<file path="config.mk">
export PLATFORM = sky130hd
export DESIGN_NAME = alu_result_fifo
export DESIGN_NICKNAME = d
export VERILOG_FILES = /design/src/rtl/alu_result_fifo.sv
export SDC_FILE = /design/constraint.sdc
export NUM_CORES = 1
export LEC_CHECK = 0
export ABC_AREA = 1
export BUFFER_PORTS_ARGS = -buffer_cell sky130_fd_sc_hd__buf_2
export CAP_MARGIN = 25
export CORE_ASPECT_RATIO = 1.75
export CORE_MARGIN = 3
export CORE_UTILIZATION = 50
export CTS_CLUSTER_DIAMETER = 150
export DETAILED_ROUTE_END_ITERATION = 12
export PLACE_DENSITY = 0.81
export SLEW_MARGIN = 20
export SYNTH_ARGS = -nofsm -noshare
export SYNTH_HDL_FRONTEND = slang
export SYNTH_SLANG_ARGS = --single-unit
</file>
<file path="constraint.sdc">
create_clock -name clk -period 2.9 [get_ports clk]
set_input_delay 0.435 -clock clk [delete_from_list [all_inputs] [get_ports clk]]
set_output_delay 0.435 -clock clk [all_outputs]
set_load 0.1 [all_outputs]
</file>
<file path="src/rtl/alu_result_fifo.sv">
// alu_result_fifo: filters ALU {opcode, result} pairs and buffers them in a first-word fall-through FIFO
module alu_result_fifo #(
    parameter int DEPTH = 8,
    parameter int AW    = 3
) (
    input  logic          clk,
    input  logic          rst_n,
    input  logic          in_valid_i,
    input  logic [7:0]    in_opcode_i,
    input  logic [7:0]    in_result_i,
    output logic          in_ready_o,
    output logic          out_valid_o,
    input  logic          out_ready_i,
    output logic [7:0]    out_opcode_o,
    output logic [7:0]    out_result_o,
    output logic          out_zero_o,
    output logic [AW:0]   count_o,
    output logic          full_o,
    output logic          empty_o,
    output logic [7:0]    drop_cnt_o
);
    logic [15:0]   mem_q [DEPTH];
    logic [AW-1:0] wr_ptr_q, wr_ptr_d, rd_ptr_q, rd_ptr_d;
    logic [AW:0]   count_q, count_d;
    logic [7:0]    drop_q, drop_d;
    logic          op_ok, push, pop, drop;

    // Only opcodes 1..7 are real ALU results; idle (0) and hold (8+) never reach storage.
    assign op_ok        = (in_opcode_i[7:3] == 5'd0) && (in_opcode_i[2:0] != 3'd0);
    assign full_o       = count_q == (AW+1)'(DEPTH);
    assign empty_o      = count_q == '0;
    assign push         = in_valid_i && op_ok && !full_o;
    assign drop         = in_valid_i && op_ok && full_o;
    assign pop          = !empty_o && out_ready_i;
    assign in_ready_o   = !full_o;
    assign out_valid_o  = !empty_o;
    assign out_opcode_o = mem_q[rd_ptr_q][15:8];
    assign out_result_o = mem_q[rd_ptr_q][7:0];
    assign out_zero_o   = !empty_o && (mem_q[rd_ptr_q][7:0] == 8'h00);
    assign count_o      = count_q;
    assign drop_cnt_o   = drop_q;

    // Next-state for pointers (power-of-two depth wraps naturally), occupancy and saturating drop counter.
    always_comb begin
        wr_ptr_d = push ? wr_ptr_q + AW'(1) : wr_ptr_q;
        rd_ptr_d = pop ? rd_ptr_q + AW'(1) : rd_ptr_q;
        count_d  = count_q + (AW+1)'(push) - (AW+1)'(pop);
        drop_d   = (drop && drop_q != 8'hFF) ? drop_q + 8'd1 : drop_q;
    end

    // Control state; reset discards all entries at once without touching storage.
    always_ff @(posedge clk or negedge rst_n) begin
        if (!rst_n) begin
            wr_ptr_q <= '0;
            rd_ptr_q <= '0;
            count_q  <= '0;
            drop_q   <= '0;
        end else begin
            wr_ptr_q <= wr_ptr_d;
            rd_ptr_q <= rd_ptr_d;
            count_q  <= count_d;
            drop_q   <= drop_d;
        end
    end

    // Storage array, written only on accepted pushes.
    always_ff @(posedge clk) begin
        if (push) mem_q[wr_ptr_q] <= {in_opcode_i, in_result_i};
    end
endmodule

</file>
# After elaboration in Yosys (flattened, before gate mapping)
# Memory sizes are Yosys's and may differ from the RTL's.
# Cells that the tools add are included.
[totals] register_bits=18 ramBits=128 wordCells=27 latchBits=0 mem_bits_ro=0 n_memories=1
[memory_table] memory="mem_q" words=8 width=16 read_ports=1 rd_clocked_by_memory_dff=0 wr=1 line_no="22" rtl="logic [15:0] mem_q [DEPTH];"
[classes] n_div=0 n_mul=0 addsub=5 shift=0 n_lt_le_gt_ge=0 eq_ne=2 muxes=2 n_reduce_logical=13 n_bitwise=0
[ops] cell="adder 8 x 1 -> 8 bit, second input constant" count=1
[ops] cell="zero test 8 bit" count=1
[ops] cell="inequality test 8 bit, second input constant" count=1
[ops] cell="logical AND 1 bit" count=7
[ops] cell="adder 3 x 1 -> 3 bit, second input constant" count=2
[ops] cell="zero test 5 bit" count=1
[ops] cell="adder 4 x 1 -> 4 bit" count=1
[ops] cell="== test 4 bit, second input constant" count=1
[ops] cell="zero test 4 bit" count=1
[ops] cell="subtractor 4 x 1 -> 4 bit" count=1
[ops] cell="nonzero test 3 bit" count=1
[ops] cell="zero test 1 bit" count=2
[ops] cell="2-to-1 mux 1 bit" count=2

# Depth between registers and ports, before layout
# Gate-level depths: netlist of the first run.
[depth] depth_word=6 depth_mapped=12 mapped_depth_nobuf=12

# Least setup slack after synthesis of the first run
# No wires, ideal clock.
[synth_path] path_type="flip-flop to flip-flop" start="register count_q[2], in the netlist count_o[2]" end="memory mem_q[0][0], enable pin" required_time_ns=2.512 synth_period_minus_slack_ns=4.091 slack_ns=-1.191 arrival_ns=3.702 path_stages_with_launch=9 path_buffers=0 setup_ns=0.388 path_cell_list="dfrtp_1 inv_1 ha_1 nand3_2 inv_1 nor2_2 inv_1 or2_1 nor2_1"
[synth_between] elab_chain_len=5
[synth_rtl] element="start, declared" line_no="24" rtl="logic [AW:0] count_q, count_d;"
[synth_rtl] element="start signal, assigned" line_no="61" rtl="count_q <= count_d;"
[synth_rtl] element="== test 4 bit" line_no="30" rtl="assign full_o = count_q == (AW+1)'(DEPTH);"
[synth_rtl] element="zero test 1 bit"
[synth_rtl] element="named net in_ready_o" line_no="11" rtl="output logic in_ready_o,"
[synth_rtl] element="logical AND 1 bit" line_no="32" rtl="assign push = in_valid_i && op_ok && !full_o;"
[synth_rtl] element="2-to-1 mux 1 bit" line_no="68" rtl="if (push) mem_q[wr_ptr_q] <= {in_opcode_i, in_result_i};"
[synth_rtl] element="2-to-1 mux 1 bit (implied by the code)" line_no="68"
[synth_rtl] element="end, declared" line_no="22"
# The timed path passes the listed nets, and every way through them passes these cells.

# Worst setup path in the final report of the first run
[layout_path] start="register rd_ptr_q[1]" end="output out_opcode_o[2]"
[layout_between] elab_chain_len=1
[layout_rtl] element="start, declared" line_no="23" rtl="logic [AW-1:0] wr_ptr_q, wr_ptr_d, rd_ptr_q, rd_ptr_d;"
[layout_rtl] element="start signal, assigned" line_no="60" rtl="rd_ptr_q <= rd_ptr_d;"
[layout_rtl] element="memory read (8 x 16 bit)"
[layout_rtl] element="end, declared" line_no="14" rtl="output logic [7:0] out_opcode_o,"
# No other way between the ends.

==> results.py, run 1 <==
metrics = {
    "clock_network": {
        "clock-sinks": 146,
        "cts_tree": "yes",
        "numCtsBuffers": 17,
        "clock_path_buffers": 2,
        "clk_latency_ns": 0.42,
        "clockRootBuffer": "clkbuf_16",
        "h-tree-depth": 4,
        "clkTransAtPathRegs_ns": 0.05,
        "cts_setup_buffers": 0,
    },
    "detailed_routing": {
        "drc_errors": 0,
        "dr.pass1.iters": 5,
        "routed_wl_um": 13600,
        "drtIter0Drc": 321,
        "vias": 4189,
        "wire_per_inst_um": 17.2,
        "vias_per_cell": 5.33,
        "postRouteAntennaNets": 0,
    },
    "worst_hold_path": {
        "hold_end": "mem_q[6][4]",
        "hp-class": "in2reg",
        "hold_path_depth": 1,
        "holdCritStartpoint": "in_result_i[4]",
    },
    "grt": {
        "antenna_found_initial": 0,
        "grt_max_degree": 35,
        "grt_pass1_wl_um": 21600,
        "first_global_vias": 4353,
        "grt-ovfl-total": 0,
        "grt_usage_pct": 20.6,
    },
    "synthesis": {
        "synth.mux.area_fraction_pct": 0,
        "synth_compound_area_share_pct": 6.24,
        "synth.area.top_cells": "edfxtp_1, dfrtp_1, nand2_1",
        "synth_ff_type": "edfxtp_1",
        "ys_top_cells_by_count": "edfxtp_1, nand2_1, nor2_1",
        "yosys.area_share.adder_pct": 2.15,
        "synthArstFlopShare_pct": 12.3,
        "netlist.top_cell.by_area": "edfxtp_1",
        "synth_top_family_by_area": "simple AND/OR/NAND/NOR gates",
        "syn_area_per_cell_um2": 11.3,
        "synth_xor_area_share_pct": 1.42,
        "synth_nets": 574,
        "yosysWarningCount": 0,
        "synth_edf_count": 128,
        "synth.top_cell.area_share_pct": 62.3,
        "netlist_area_um2": 6170,
        "synthSimpleGateAreaFrac_pct": 14.6,
        "ys_types": 28,
        "ys_seq_elements": 146,
        "yosysSeqAreaShare_pct": 69.6,
        "yosysMostFrequentCell": "edfxtp_1",
        "netlist_instances": 544,
    },
    "placed_design": {
        "post-place-ws_ns": 0.433,
        "hpwlAfterDp_um": 8610,
        "io_buffer_count": 52,
        "gp_congestion": 0.829,
        "dpl-instance-area_um2": 7030,
    },
    "worst_setup_path": {
        "worstSetupPathType": "reg2out",
        "start_kind": "register",
        "worst-path-max-fanout": 23,
        "cp.required_ns": 2.47,
        "worstReg2RegStart": "count_o[3]",
        "reg2reg_to": "mem_q[4][4]",
        "r2r_slack_ns": 0.65,
        "crit_arrival_ns": 2.21,
        "crit_path_end_kind": "output port",
        "reg2regPathDepth": 8,
    },
    "die": {
        "die-area_um2": 13800,
        "die_h_um": 153,
        "start_util_pct": 51.1,
        "core_um2": 12100,
        "ioPinCount": 53,
        "rows": 53,
        "die_w_um": 90.0,
    },
    "sta": {
        "fmax_ghz": 0.378,
        "hold_violations": 0,
        "maxSlewHeadroom_pct": 59.8,
        "setup_ws_ns": 0.257,
        "max_slew.worst_pin.slew_ns": 0.602,
        "period_share_pct": 91.1,
        "setup_viol": 0,
        "finClkSkew_ns": 0.00829,
        "fin_setup_tns_ns": 0,
        "fin_crit_ns": 2.64,
        "rsz0062_at_grt": "no",
        "slew_violations": 0,
    },
    "run_status": {
        "status": "complete, no violations",
    },
    "layout": {
        "areaGrowthSynthToFinish_pct": 22.5,
        "diodes": 0,
        "finalInstanceArea_um2": 7560,
        "layout.nets": 638,
        "drive_above_1_share_pct": 19.5,
    },
    "flow_run": {
        "max_cap_violations": 0,
    },
}
kinds of logic after synthesis:
logic type      after synthesis
buf+inv                      84
flops                       146
fa+ha+maj                    10
compound gates               71
simple gates                223
xor+xnor                     10
registers in the layout, summed over array words and instances, names as in the netlist:
name / count
drop_cnt_o: 8
rd_ptr_q: 3
wr_ptr_q: 3
count_o: 4
mem_q: 128
through the flow:
| stage | std cells | utilization (%) | hold WS [ns] |
|---|---|---|---|
| after floorplan | 544 | - | 0.139 |
| after global placement | 753 | 58.2 | 0.379 |
| after detailed placement | 753 | 58.2 | 0.395 |
| after CTS | 786 | 62.6 | 0.287 |
| after global routing | 786 | 62.6 | 0.286 |
| final | 786 | 62.6 | 0.301 |
cell type report:
cell class                 count  area [µm²]
fill                         890        4510
clock buffer                  26         489
multi-input combinational    314        1630
sequential                   146        4310
inverter                      60         234
tap                          165         206
clock inverter                 6        32.5
timing repair buffer          69         653
critical path, cell delays in order, from the launching register on:
cell	delay (ns)
dfrtp_1	0.40
inv_2	0.32
buf_4	0.26
o21ai_0	0.12
o22ai_1	0.20
nand2_1	0.12
nand2_1	0.17
buf_12	0.20
repair_timing:
action	in CTS	in global routing
setup endpoints to repair	0	1
resized for setup	0	2
hold buffers	1	0
hold endpoints to repair	18	0
layout by cell type, fill, tap and decap left out, types with 2 or more instances in the layout:
cell type / n
buf_12: 18
buf_2: 37
buf_4: 13
clkbuf_1: 6
clkbuf_16: 17
clkbuf_8: 3
clkinv_2: 4
dfrtp_1: 13
dfrtp_4: 4
edfxtp_1: 128
ha_1: 6
ha_4: 3
inv_1: 54
inv_2: 3
inv_4: 2
nand2_1: 114
nand3_1: 35
nand4_1: 2
nor2_1: 56
nor2_4: 10
nor3_1: 2
o211ai_1: 2
o21ai_0: 41
o21ai_1: 8
o22ai_1: 18
xnor2_1: 5
xor2_1: 5
worst max path at each step:
stage,from,to,cells past startpoint
3_3_place_gp,in_opcode_i[0],mem_q[5][11],7
6_report,rd_ptr_q[1],out_opcode_o[2],7
2_1_floorplan,count_o[2],count_o[2],11
4_1_cts,rd_ptr_q[0],out_zero_o,11
5_1_grt,rd_ptr_q[0],out_zero_o,12
3_5_place_dp,in_opcode_i[4],mem_q[4][0],8
metal layers:
metal | vias up | wire [µm] | track usage, %
li1 | 1964 | - | -
met1 | 2016 | 4740 | 21.0
met2 | 172 | 7630 | 38.4
met3 | 37 | 798 | 5.07
met4 | 0 | 384 | 10.8
met5 | - | 0 | 0
Power of run 1 is left out: the tool's default activity adds up to more than one toggle a clock period on the data nets, which glitch-free logic cannot reach.
==> run 2, diff against run 1 <==
==> constraint.sdc (replaced) <==
create_clock -name clk -period 2.9 [get_ports clk]
set_input_delay 0.435 -clock clk [delete_from_list [all_inputs] [get_ports clk]]
set_output_delay 0.435 -clock clk [all_outputs]
set_load 0.02 [all_outputs]
==> run 2 against run 1 <==
Die area stayed put. Via count is 1.9% higher. Non-clock buffer count stayed put. Setup slack worse by 0.0067 ns. Design area is 3.8% lower. Core utilization is 2.4 points lower. Global-route usage is 0.59 points higher. Clock skew hardly changed. Register-to-register slack worse by 0.13 ns. Sequential share of layout area is 2.1 points higher. Critical path type unchanged. Critical endpoint is now out_zero_o. Largest cell class unchanged. Highest routed layer unchanged.
==> results.py, run 2 (same netlist as run 1, synthesis figures left out) <==
metrics = {
    "power": {
        "p_seq_share_pct": 33.9,
        "power_density_nw_per_um2": 982,
        "irDropWorstVdd_mv": 0.762,
        "clkPwrFrac_pct": 32.8,
        "switchingPower_mw": 2.52,
        "internal-power_mw": 4.61,
        "switching_share_pct": 35.4,
        "p_leak_nw": 2.97,
        "combPwrFrac_pct": 33.3,
    },
    "worst_hold_path": {
        "hp-class": "in2reg",
    },
    "layout": {
        "regArea_um2": 4300,
        "top_register": "mem_q",
        "final_common_cell": "edfxtp_1",
        "final_cell_mix": "edfxtp_1, nand2_1, nor2_1",
        "areaGrowthSynthToFinish_pct": 17.8,
        "layout.nets": 638,
        "largest_reg_flops": 128,
        "fill_cells": 970,
        "multi_input_area_um2": 1510,
        "drive_above_1_share_pct": 16.7,
        "diodes": 0,
    },
    "die": {
        "die-area_um2": 13800,
        "ioPinCount": 53,
        "die_h_um": 153,
        "die_w_um": 90.0,
        "rows": 53,
        "core_um2": 12100,
        "start_util_pct": 51.1,
    },
    "sta": {
        "fin_setup_tns_ns": 0,
        "maxSlewHeadroom_pct": 59.6,
        "hold_violations": 0,
        "fmax_ghz": 0.377,
        "finClkSkew_ns": 0.00831,
        "slew_violations": 0,
        "hold_slack_ns": 0.288,
        "period_share_pct": 91.4,
        "max_slew.worst_pin.slew_ns": 0.606,
        "setup_viol": 0,
        "fin_crit_ns": 2.65,
        "rsz0062_at_grt": "no",
    },
    "detailed_routing": {
        "drtIter0Drc": 327,
        "vias_per_cell": 5.43,
        "postRouteAntennaNets": 0,
        "vias": 4269,
        "routed_wl_um": 14200,
        "dr.pass1.iters": 5,
        "drc_errors": 0,
        "wire_per_inst_um": 18.0,
    },
    "run_status": {
        "status": "complete, no violations",
    },
    "clock_network": {
        "cts_setup_buffers": 0,
        "clockRootBuffer": "clkbuf_16",
        "numCtsBuffers": 17,
        "h-tree-depth": 4,
        "clk_latency_ns": 0.42,
        "clock-sinks": 146,
        "cts_tree": "yes",
        "clock_path_buffers": 2,
        "clkTransAtPathRegs_ns": 0.06,
    },
    "worst_setup_path": {
        "crit_arrival_ns": 2.21,
        "worstSetupPathType": "reg2out",
        "crit_path_end_kind": "output port",
        "worst-path-max-fanout": 65,
        "cpMostUsedCell": "nand2_1",
        "slowest_delay_ns": 0.39,
        "start_kind": "register",
        "worstPathCellList": "buf_6 -> nand2_1 -> nand3_1 -> nand3_1 -> nand2_1 -> nand2_1 -> nor2_1 -> nand2_1 -> nor2_1 -> buf_2",
        "slowest_stage": "dfrtp_2",
        "cp.required_ns": 2.47,
    },
    "grt": {
        "first_global_vias": 4350,
        "grt_pass1_wl_um": 22100,
        "grt-ovfl-total": 0,
        "grt_usage_pct": 21.2,
        "antenna_found_initial": 0,
        "grt_max_degree": 66,
    },
    "placed_design": {
        "io_buffer_count": 52,
        "hpwlAfterDp_um": 8400,
        "gp_congestion": 0.780,
    },
    "flow_run": {
        "max_cap_violations": 0,
    },
}
[run 2: cell types whose count changed in the layout (fill, tap and decap cells not counted), moves of 5 or more]
cell / before / now
buf_12: 18 / 0
buf_2: 37 / 52
bufinv_16: 0 / 5
clkbuf_1: 6 / 0
nor2_1: 56 / 65
nor2_4: 10 / 0
[run 2: final cells by class]
class	instances	share of cell area (%)
flip-flops and latches	146	59.1
inverters	60	3.13
repair buffers	69	5.42
clock inverters	15	2.91
multi-input cells	314	20.8
clock buffers	17	5.85
well taps	165	2.84
[run 2: what timing repair did]
action,4_1_cts,5_1_grt
endpoints found under the hold margin,18,0
endpoints found under the setup margin,0,1
hold buffers,1,0
gates resized for setup,0,3
[run 2: power by group through the flow]
stage | Clock (mW) | Combinational (mW) | Sequential [mW]
after floorplan | 0 | 1.66 | 2.49
after global placement | 0 | 2.23 | 2.45
after detailed placement | 0 | 2.35 | 2.46
after CTS | 2.36 | 2.38 | 2.42
after global routing | 2.45 | 2.62 | 2.43
final | 2.34 | 2.38 | 2.42
[run 2: layer usage]
metal / vias to the layer above / global-route usage (%) / wire, µm
li1: 1969 / - / -
met1: 2065 / 22.8 / 5080
met2: 191 / 37.9 / 7670
met3: 44 / 4.97 / 947
met4: 0 / 12.1 / 469
met5: - / 0 / 0
[run 2: through the flow]
stage	total power [mW]	worst slack [ns]	utilization (%)	area, µm²	std cells
after detailed placement	4.81	0.284	54.8	6620	753
after global placement	4.69	0.373	54.8	6620	753
after CTS	7.16	0.144	60.2	7260	786
after floorplan	4.15	0.220	-	6170	544
final	7.14	0.250	60.2	7270	786
after global routing	7.50	0.103	60.2	7270	786
[run 2: worst paths after layout]
| check | from | endpoint | slack, ns | cells after the start |
|---|---|---|---|---|
| min in group asynchronous | rst_n | count_o[2] | 0.48 | 2 |
| max | rd_ptr_q[0] | out_zero_o | 0.25 | 10 |
| max in group asynchronous | rst_n | rd_ptr_q[0] | 2.10 | 2 |
| min | in_result_i[7] | mem_q[0][7] | 0.29 | 1 |
| max reg2reg | count_o[2] | count_o[2] | 0.52 | 11 |
| min reg2reg | drop_cnt_o[0] | drop_cnt_o[0] | 0.53 | 1 |
[run 2: critical path, delay by kind of cell (launching register included)]
family,cells,cell delay (ns)
buf+inv,2,0.55
simple gates,8,0.82
flops,1,0.39
(Power assumes the default switching activity.)
